==> src/rtl/frame_reg_pkg.sv <==
// rtl/frame_reg_pkg.sv - shared types and sizing helpers for the frame register bank
package frame_reg_pkg;

  localparam int MAX_NCH = 64;

  typedef enum logic {
    EMPTY = 1'b0,
    FILL  = 1'b1
  } fill_state_e;

  // Index width that never collapses to zero bits, even for a single channel.
  function automatic int clog2_safe(input int n);
    int r;
    r = 1;
    for (int i = 30; i >= 1; i--) begin
      if ((1 << i) >= n) r = i;
    end
    return r;
  endfunction

  function automatic int ch_idx_w(input int nch);
    return clog2_safe(nch);
  endfunction

  function automatic logic [MAX_NCH-1:0] full_mask(input int nch);
    return (MAX_NCH'(1) << nch) - MAX_NCH'(1);
  endfunction

endpackage

==> src/rtl/chan_shadow_reg.sv <==
// rtl/chan_shadow_reg.sv - one channel of the shadow bank, loaded on write enable
module chan_shadow_reg #(
  parameter int W = 21
) (
  input  logic         clk,
  input  logic         resetn,
  input  logic         we,
  input  logic [W-1:0] d,
  output logic [W-1:0] q
);

  logic [W-1:0] data_q, data_d;

  always_comb begin
    data_d = data_q;
    if (we) data_d = d;
  end

  always_ff @(posedge clk) begin
    if (!resetn) data_q <= '0;
    else         data_q <= data_d;
  end

  assign q = data_q;

endmodule

==> src/rtl/frame_reg_bank.sv <==
// rtl/frame_reg_bank.sv - double-buffered channel bank; samples fill a shadow bank, full frames move atomically to the output
// Optional FRAME_REG_AUTOINC_EN: an internal write pointer replaces in_ch for channel selection.
module frame_reg_bank
  import frame_reg_pkg::*;
#(
  parameter int NCH   = 31,
  parameter int W     = 21,
  parameter int CNT_W = 8,
  localparam int CH_IDX_W = ch_idx_w(NCH)
) (
  input  logic                clk,
  input  logic                GlobalReset,
  input  logic                in_valid,
  input  logic [CH_IDX_W-1:0] in_ch,
  input  logic [W-1:0]        in_data,
  input  logic                in_sof,
  input  logic                frame_ack,
  output logic [NCH*W-1:0]    ch_x_lin,
  output logic                frame_valid,
  output logic [NCH-1:0]      ch_loaded,
  output logic [CNT_W-1:0]    frame_cnt,
  output logic                overrun,
  output logic                err_idx
);

  localparam logic [NCH-1:0] FULL_MASK = NCH'(full_mask(NCH));

  fill_state_e         state_q, state_d;
  logic [NCH-1:0]      ch_loaded_q, ch_loaded_d;
  logic [NCH*W-1:0]    ch_x_lin_q, ch_x_lin_d;
  logic                frame_valid_q, frame_valid_d;
  logic [CNT_W-1:0]    frame_cnt_q, frame_cnt_d;
  logic                overrun_q, overrun_d;
  logic                err_idx_q, err_idx_d;

  logic [CH_IDX_W-1:0] wr_idx;
  logic                idx_ok;
  logic                wr_en;
  logic                complete;
  logic [NCH-1:0]      wr_onehot;
  logic [NCH-1:0]      mask_base;
  logic [NCH*W-1:0]    shadow_q;
  logic [NCH*W-1:0]    shadow_next;

  assign wr_en     = in_valid && idx_ok;
  assign wr_onehot = wr_en ? (NCH'(1) << wr_idx) : '0;
  // A start-of-frame write discards whatever partial frame was collected.
  assign mask_base = (state_q == EMPTY || in_sof) ? '0 : ch_loaded_q;

`ifdef FRAME_REG_AUTOINC_EN
  logic [CH_IDX_W-1:0] ptr_q, ptr_d;
  logic                unused_in_ch;

  assign unused_in_ch = ^in_ch;
  assign idx_ok       = 1'b1;
  assign wr_idx       = in_sof ? '0 : ptr_q;
  assign complete     = wr_en && (in_sof ? (NCH == 1) : (ptr_q == CH_IDX_W'(NCH - 1)));

  always_comb begin
    ptr_d = ptr_q;
    if (wr_en) begin
      if (complete)    ptr_d = '0;
      else if (in_sof) ptr_d = CH_IDX_W'(1);
      else             ptr_d = ptr_q + CH_IDX_W'(1);
    end
  end

  always_ff @(posedge clk) begin
    if (!GlobalReset) ptr_q <= '0;
    else              ptr_q <= ptr_d;
  end
`else
  assign idx_ok   = int'(in_ch) < NCH;
  assign wr_idx   = in_ch;
  assign complete = wr_en && ((mask_base | wr_onehot) == FULL_MASK);
`endif

  for (genvar k = 0; k < NCH; k++) begin : g_chan
    chan_shadow_reg #(.W(W)) u_shadow (
      .clk    (clk),
      .resetn (GlobalReset),
      .we     (wr_onehot[k]),
      .d      (in_data),
      .q      (shadow_q[k*W +: W])
    );
    // The completing sample lands in the output bank on the same edge.
    assign shadow_next[k*W +: W] = wr_onehot[k] ? in_data : shadow_q[k*W +: W];
  end

  always_comb begin
    state_d       = state_q;
    ch_loaded_d   = ch_loaded_q;
    ch_x_lin_d    = ch_x_lin_q;
    frame_valid_d = frame_valid_q;
    frame_cnt_d   = frame_cnt_q;
    overrun_d     = overrun_q;
    err_idx_d     = err_idx_q;

    if (in_valid && !idx_ok) err_idx_d = 1'b1;
    if (frame_ack) frame_valid_d = 1'b0;

    if (complete) begin
      state_d       = EMPTY;
      ch_loaded_d   = '0;
      ch_x_lin_d    = shadow_next;
      frame_valid_d = 1'b1;
      frame_cnt_d   = frame_cnt_q + CNT_W'(1);
      if (frame_valid_q && !frame_ack) overrun_d = 1'b1;
    end else if (wr_en) begin
      state_d     = FILL;
      ch_loaded_d = mask_base | wr_onehot;
    end
  end

  always_ff @(posedge clk) begin
    if (!GlobalReset) begin
      state_q       <= EMPTY;
      ch_loaded_q   <= '0;
      ch_x_lin_q    <= '0;
      frame_valid_q <= 1'b0;
      frame_cnt_q   <= '0;
      overrun_q     <= 1'b0;
      err_idx_q     <= 1'b0;
    end else begin
      state_q       <= state_d;
      ch_loaded_q   <= ch_loaded_d;
      ch_x_lin_q    <= ch_x_lin_d;
      frame_valid_q <= frame_valid_d;
      frame_cnt_q   <= frame_cnt_d;
      overrun_q     <= overrun_d;
      err_idx_q     <= err_idx_d;
    end
  end

  assign ch_x_lin    = ch_x_lin_q;
  assign frame_valid = frame_valid_q;
  assign ch_loaded   = ch_loaded_q;
  assign frame_cnt   = frame_cnt_q;
  assign overrun     = overrun_q;
  assign err_idx     = err_idx_q;

endmodule

==> config.mk <==
export PLATFORM = sky130hd
export DESIGN_NAME = frame_reg_bank
export DESIGN_NICKNAME = d
export VERILOG_FILES = /design/src/rtl/frame_reg_pkg.sv /design/src/rtl/chan_shadow_reg.sv /design/src/rtl/frame_reg_bank.sv
export SDC_FILE = /design/constraint.sdc
export NUM_CORES = 2
export LEC_CHECK = 0
export ABC_AREA = 1
export BUFFER_PORTS_ARGS = -buffer_cell sky130_fd_sc_hd__buf_4
export CAP_MARGIN = 10
export CORE_MARGIN = 4
export CORE_UTILIZATION = 45
export CTS_CLUSTER_DIAMETER = 120
export DETAILED_ROUTE_END_ITERATION = 8
export GPL_TIMING_DRIVEN = 0
export PLACE_DENSITY = 0.62
export SYNTH_ARGS = -nofsm -noshare
export SYNTH_HDL_FRONTEND = slang
export SYNTH_HIERARCHICAL = 1
export SYNTH_SLANG_ARGS = --single-unit
==> constraint.sdc <==
create_clock -name clk -period 5.8 [get_ports clk]
set_clock_uncertainty 0.2 [all_clocks]
set_input_delay 1.16 -clock clk [delete_from_list [all_inputs] [get_ports clk]]
set_output_delay 1.16 -clock clk [all_outputs]
set_load 0.03 [all_outputs]
Word level (Yosys, flattened, before mapping)
Cells that the tools add are included.
{"block": "op_classes", "n_mux": 35, "magnitude_cmp": 1, "shifts": 1, "bitwise_logic": 3, "n_eq_ne": 1, "add_sub_neg": 1, "n_reduce_logical": 10}
{"cell": "2-to-1 mux 21 bit", "n": 31}
{"cell": "2-to-1 mux 31 bit", "n": 2}
{"cell": "equality test 31 bit (second input constant)", "n": 1}
{"cell": "bitwise OR 31 bit", "n": 1}
{"cell": "left shift 1 x 5 -> 31 bit (first input constant)", "n": 1}
{"cell": "adder 8 x 1 -> 8 bit (second input constant)", "n": 1}
{"cell": "less-than comparator 5 bit (second input constant)", "n": 1}
{"cell": "logical AND 1 bit", "n": 4}
{"cell": "logical NOT 1 bit", "n": 2}
{"cell": "2-to-1 mux 1 bit", "n": 2}
{"cell": "NOT 1 bit", "n": 2}
{"cell": "AND reduction 2 bit", "n": 1}
{"cell": "nonzero test 2 bit", "n": 1}
{"cell": "OR reduction 2 bit", "n": 1}
{"cell": "logical OR 1 bit", "n": 1}
{"block": "word_totals", "input_bits": 31, "ff_bits": 1345, "elab_cells": 90, "output_inout_bits": 693}

Depth between registers and ports, before layout
{"block": "logic_depth", "ltp_word": 7, "ltp_mapped": 17, "depth_no_buf": 14}

Cells and area by module
Netlist, hierarchy kept.
{"mod": "frame_reg_bank", "instances": 1, "seq_area_each_um2": 13893.3, "area_each_um2": 31355.1, "cells_each": 4480}
{"mod": "chan_shadow_reg", "instances": 31, "seq_area_each_um2": 420.4, "area_each_um2": 885.8, "cells_each": 133}

Worst setup path after synthesis
OpenSTA, ideal clock, no wires.
{"block": "synth_path", "path_type": "input port to flip-flop", "from": "in in_ch[2]", "to": "reg ch_loaded_q[10] (netlist: ch_loaded[10])", "setup_ns": 0.121, "slack_ns": 2.566, "required_time_ns": 5.479, "stages": 13, "path_buffers": 3, "arrival_ns": 2.913, "path_cell_list": "buf_2 > nor2_1 > nand3_1 > nand2_1 > nand2_1 > nor2_1 > nand2_1 > nor2_1 > nand2_2 > clkbuf_1 > nand2_1 > buf_2 > a21oi_1"}
{"block": "synth_between", "elab_chain_len": 7, "word_cells_on_any_way": 8, "classes_between": "1 x order compare; 1 x eq/ne; 1 x shift; 1 x mux; 1 x bitwise; 3 x reduce/logical"}
{"element": "from (decl)", "line": "frame_reg_bank.sv:14", "rtl": "input logic [CH_IDX_W-1:0] in_ch,"}
{"element": "less-than comparator 5 bit", "line": "frame_reg_bank.sv:73", "rtl": "assign idx_ok = int'(in_ch) < NCH;"}
{"element": "logical AND 1 bit", "line": "frame_reg_bank.sv:45", "rtl": "assign wr_en = in_valid && idx_ok;"}
{"element": "2-to-1 mux 31 bit", "line": "frame_reg_bank.sv:46", "rtl": "assign wr_onehot = wr_en ? (NCH'(1) << wr_idx) : '0;"}
{"element": "bitwise OR 31 bit", "line": "frame_reg_bank.sv:75, frame_reg_bank.sv:111"}
{"element": "equality test 31 bit", "line": "frame_reg_bank.sv:75", "rtl": "assign complete = wr_en && ((mask_base | wr_onehot) == FULL_MASK);"}
{"element": "logical AND 1 bit", "line": "frame_reg_bank.sv:75"}
{"element": "OR reduction 2 bit (no source line)"}
{"element": "to (signal assigned)", "line": "frame_reg_bank.sv:126", "rtl": "ch_loaded_q <= ch_loaded_d;"}
{"element": "to (decl)", "line": "frame_reg_bank.sv:29", "rtl": "logic [NCH-1:0] ch_loaded_q, ch_loaded_d;"}
Parallel ways exist; a longest one is shown, timed or not.
A chain may end at the register's enable or synchronous reset.

Worst setup path after layout
{"block": "layout_path", "from": "in in_ch[3]", "to": "reg ch_x_lin_q[614] (netlist: ch_x_lin[614])"}
{"block": "layout_between", "elab_chain_len": 6, "word_cells_on_any_way": 8, "classes_between": "1 x order compare; 1 x eq/ne; 1 x shift; 2 x mux; 1 x bitwise; 2 x reduce/logical"}
{"element": "less-than comparator 5 bit", "line": "frame_reg_bank.sv:73"}
{"element": "logical AND 1 bit", "line": "frame_reg_bank.sv:45"}
{"element": "2-to-1 mux 31 bit", "line": "frame_reg_bank.sv:46"}
{"element": "bitwise OR 31 bit", "line": "frame_reg_bank.sv:75"}
{"element": "equality test 31 bit", "line": "frame_reg_bank.sv:75"}
{"element": "logical AND 1 bit", "line": "frame_reg_bank.sv:75"}
{"element": "to (signal assigned)", "line": "frame_reg_bank.sv:127", "rtl": "ch_x_lin_q <= ch_x_lin_d;"}
{"element": "to (decl)", "line": "frame_reg_bank.sv:30", "rtl": "logic [NCH*W-1:0] ch_x_lin_q, ch_x_lin_d;"}
Parallel ways exist; a longest one is shown, timed or not.

==> out/results.ini <==
[sta]
max_freq_mhz = 178
holdWs_ns = 0.263
setup_tns_ns = 0
hold_viol = 0
rsz0062_at_grt = no
min_period_ns = 5.61
setup_viol = 0
maxSlewViolCount = 0
fin_crit_sh_pct = 96.6
tightest_slew_ns = 1.47
slew_headroom_pct = 2.25

[critical_path]
start_kind = input pin
cp-end-kind = flip-flop
arrival_ns = 6.04
worstPathRequired_ns = 6.23
criticalPathCategory = in -> reg
critPathMaxFanout = 10

[cts]
clk_path_buf_depth = 3
clock_sinks = 1345
clk_pin_slew_ns = 0.06
ctsHoldBuffers = 0
htreeDepth = 4
post-cts-setup-buffers = 0
cts_inserted_buffers = 149
cts_tree = yes
cts_root_buffer = clkbuf_16
cts.repair.resized = 0
clock_latency_ns = 0.78

[logic_synthesis]
synthCells = 8603
synthTopCellsByArea = dfxtp_1 46%, nor2_1 17%, nand2_1 12%
synth_warnings = 6
netlist_area_mm2 = 0.0588
avgSynthCellArea_um2 = 6.84
yosysTopAreaCell = dfxtp_1
synth_nets = 8635
ys_ff_latch = 1345
synth_cell_types = 25
yosysSeqAreaShare_pct = 45.8
netlist.area_leader.share_pct = 45.8

[detailed_routing]
drc = 0
drtAntennaViolNets = 0
vias_per_cell = 5.10
routed_wl_um = 244000
wl_per_cell_um = 21.5
drtIter0Drc = 6179
drtPass1Iterations = 8
vias = 57879

[power]
power.internal_mw = 15.6
total_power_mw = 20.5
total_leakage_power_nw = 32.3
power_frac_seq_pct = 45.5
peakVddDrop_mv = 0.273
p_sw_mw = 4.93
powerDensity_mw_per_mm2 = 286
comb_power_share_pct = 6.5
p_clk_share_pct = 48.0
switching_share_pct = 24.1

[floorplan]
initial_core_util_pct = 45.4
die_h_um = 370
fp.dieW_um = 370
die-area_mm2 = 0.137
core_mm2 = 0.130
pin_count = 724
fp-row-count = 132

[grt]
antenna_found_initial = 19
grt.total_usage_pct = 34.3
grt-ovfl-total = 0
grt_first_pass_wirelength_um = 347000
grt_max_degree = 54
grt_pass1_vias = 52405

[status]
status = finished, final reports clean

[placement]
dpl.hpwl_um = 164000
gp_congestion = 0.908
port_buffers = 721

[flow_run]
cap_viol_max_count = 0

[cells_and_area]
final_nets = 9524
area_growth_pct = 22.1
fin_util_pct = 55.4
drive_gt1_share_pct = 15.4

[hold_path]
hp-class = reg -> reg

registers in the layout, summed over array words and instances (netlist names):
name and cells:
overrun 1, g_chan.u_shadow/q 651, ch_loaded 31, frame_cnt 8, state_q 1, frame_valid 1
ch_x_lin 651, err_idx 1
cells by family (layout without fill, tap and decap cells):
| kind of cell | count (synthesis) | after routing | synth area share (%) |
|---|---|---|---|
| AO/OA/AOI/OAI | 1142 | 1142 | 9.72 |
| AND/OR/NAND/NOR | 4557 | 4557 | 29.2 |
| multiplexers | 210 | 210 | 4.02 |
| adder cells (fa/ha/maj) | 1 | 1 | 0.0213 |
| other | 0 | 13 | 0 |
| buffers and inverters | 1348 | 2345 | 11.2 |
| flip-flops | 1345 | 1345 | 45.8 |
cells in the final DEF, fill, tap and decap left out, types with 16 or more instances in the layout:
| master | n |
|---|---|
| nand3_1 | 19 |
| nand2_1 | 1857 |
| a21oi_1 | 38 |
| dfxtp_1 | 1345 |
| clkbuf_16 | 155 |
| clkinv_2 | 16 |
| buf_4 | 800 |
| clkbuf_1 | 353 |
| clkbuf_8 | 27 |
| o21ai_0 | 1101 |
| nor2_1 | 2662 |
| buf_2 | 58 |
| inv_1 | 726 |
| mux2_2 | 210 |
| buf_6 | 159 |
| bufinv_16 | 16 |
metrics by stage:
stage | area, µm² | setup slack [ns] | instances
detailed placement | 66700 | -0.379 | 11081
finish | 71800 | 0.195 | 11355
CTS | 71700 | 0.460 | 11340
floorplan | 58800 | 2.57 | 8603
global route | 71800 | 0.175 | 11342
global placement | 66400 | -0.367 | 11066
critical path, stage by stage:
cell and delay (ns):
buf_2 0.18, nand3_2 0.25, nor2_1 0.74, nor2_1 0.22, a21oi_1 0.18, nand2_1 0.07
nor2_1 0.71, nand2_2 0.59, clkbuf_1 0.59, clkbuf_1 0.46, o21ai_0 0.76, nor2_1 0.08
final timing paths:
kind / startpoint / end / slack (ns) / depth (start not counted)
worst min register to register: overrun$_SDFFE_PN0P_ / overrun$_SDFFE_PN0P_ / 0.26 / 2
worst max-delay path: in_ch[3] / ch_x_lin[614]$_SDFFE_PN0P_ / 0.19 / 12
worst max register to register: state_q$_SDFFE_PP0P_ / ch_x_lin[614]$_SDFFE_PN0P_ / 0.77 / 14
worst min-delay path: overrun$_SDFFE_PN0P_ / overrun$_SDFFE_PN0P_ / 0.26 / 2
synthesized netlist by cell type (all sizes together):
cell and number:
nor3b 1, o21a 1, nand3 20, nand3b 2, mux2 210, buf 295
a21oi 38, inv 732, ha 1, nand2 1858, nor3 4, nand4 5
dfxtp 1345, nor4 1, clkbuf 321, nor2 2666, o21ai 1103
metal layers:
| metal | up-vias | track usage, % | routed length [µm] |
|---|---|---|---|
| met5 | - | 0 | 54 |
| met4 | 8 | 16.2 | 11900 |
| met3 | 558 | 9.60 | 26000 |
| met2 | 2629 | 53.6 | 107000 |
| met1 | 26695 | 43.9 | 98900 |
| li1 | 27989 | - | - |
power by group through the flow:
stage | sequential [mW] | clock (mW) | combinational [mW]
2_1_floorplan | 9.53 | 0 | 0.654
3_3_place_gp | 9.53 | 0 | 1.25
3_5_place_dp | 9.53 | 0 | 1.28
4_1_cts | 9.33 | 9.96 | 1.29
5_1_grt | 9.33 | 10.3 | 1.41
6_report | 9.33 | 9.84 | 1.33
final cells by class:
class | instances | area, µm²
Inverter | 732 | 2750
Antenna cell | 13 | 32.5
Clock inverter | 43 | 647
Sequential cell | 1345 | 26900
Buffer | 616 | 3870
Multi-Input combinational cell | 5910 | 25300
Clock buffer | 216 | 4380
Fill cell | 12867 | 57800
Timing Repair Buffer | 738 | 5760
Tap cell | 1742 | 2180
No activity file was read; power rests on OpenSTA's default activity.
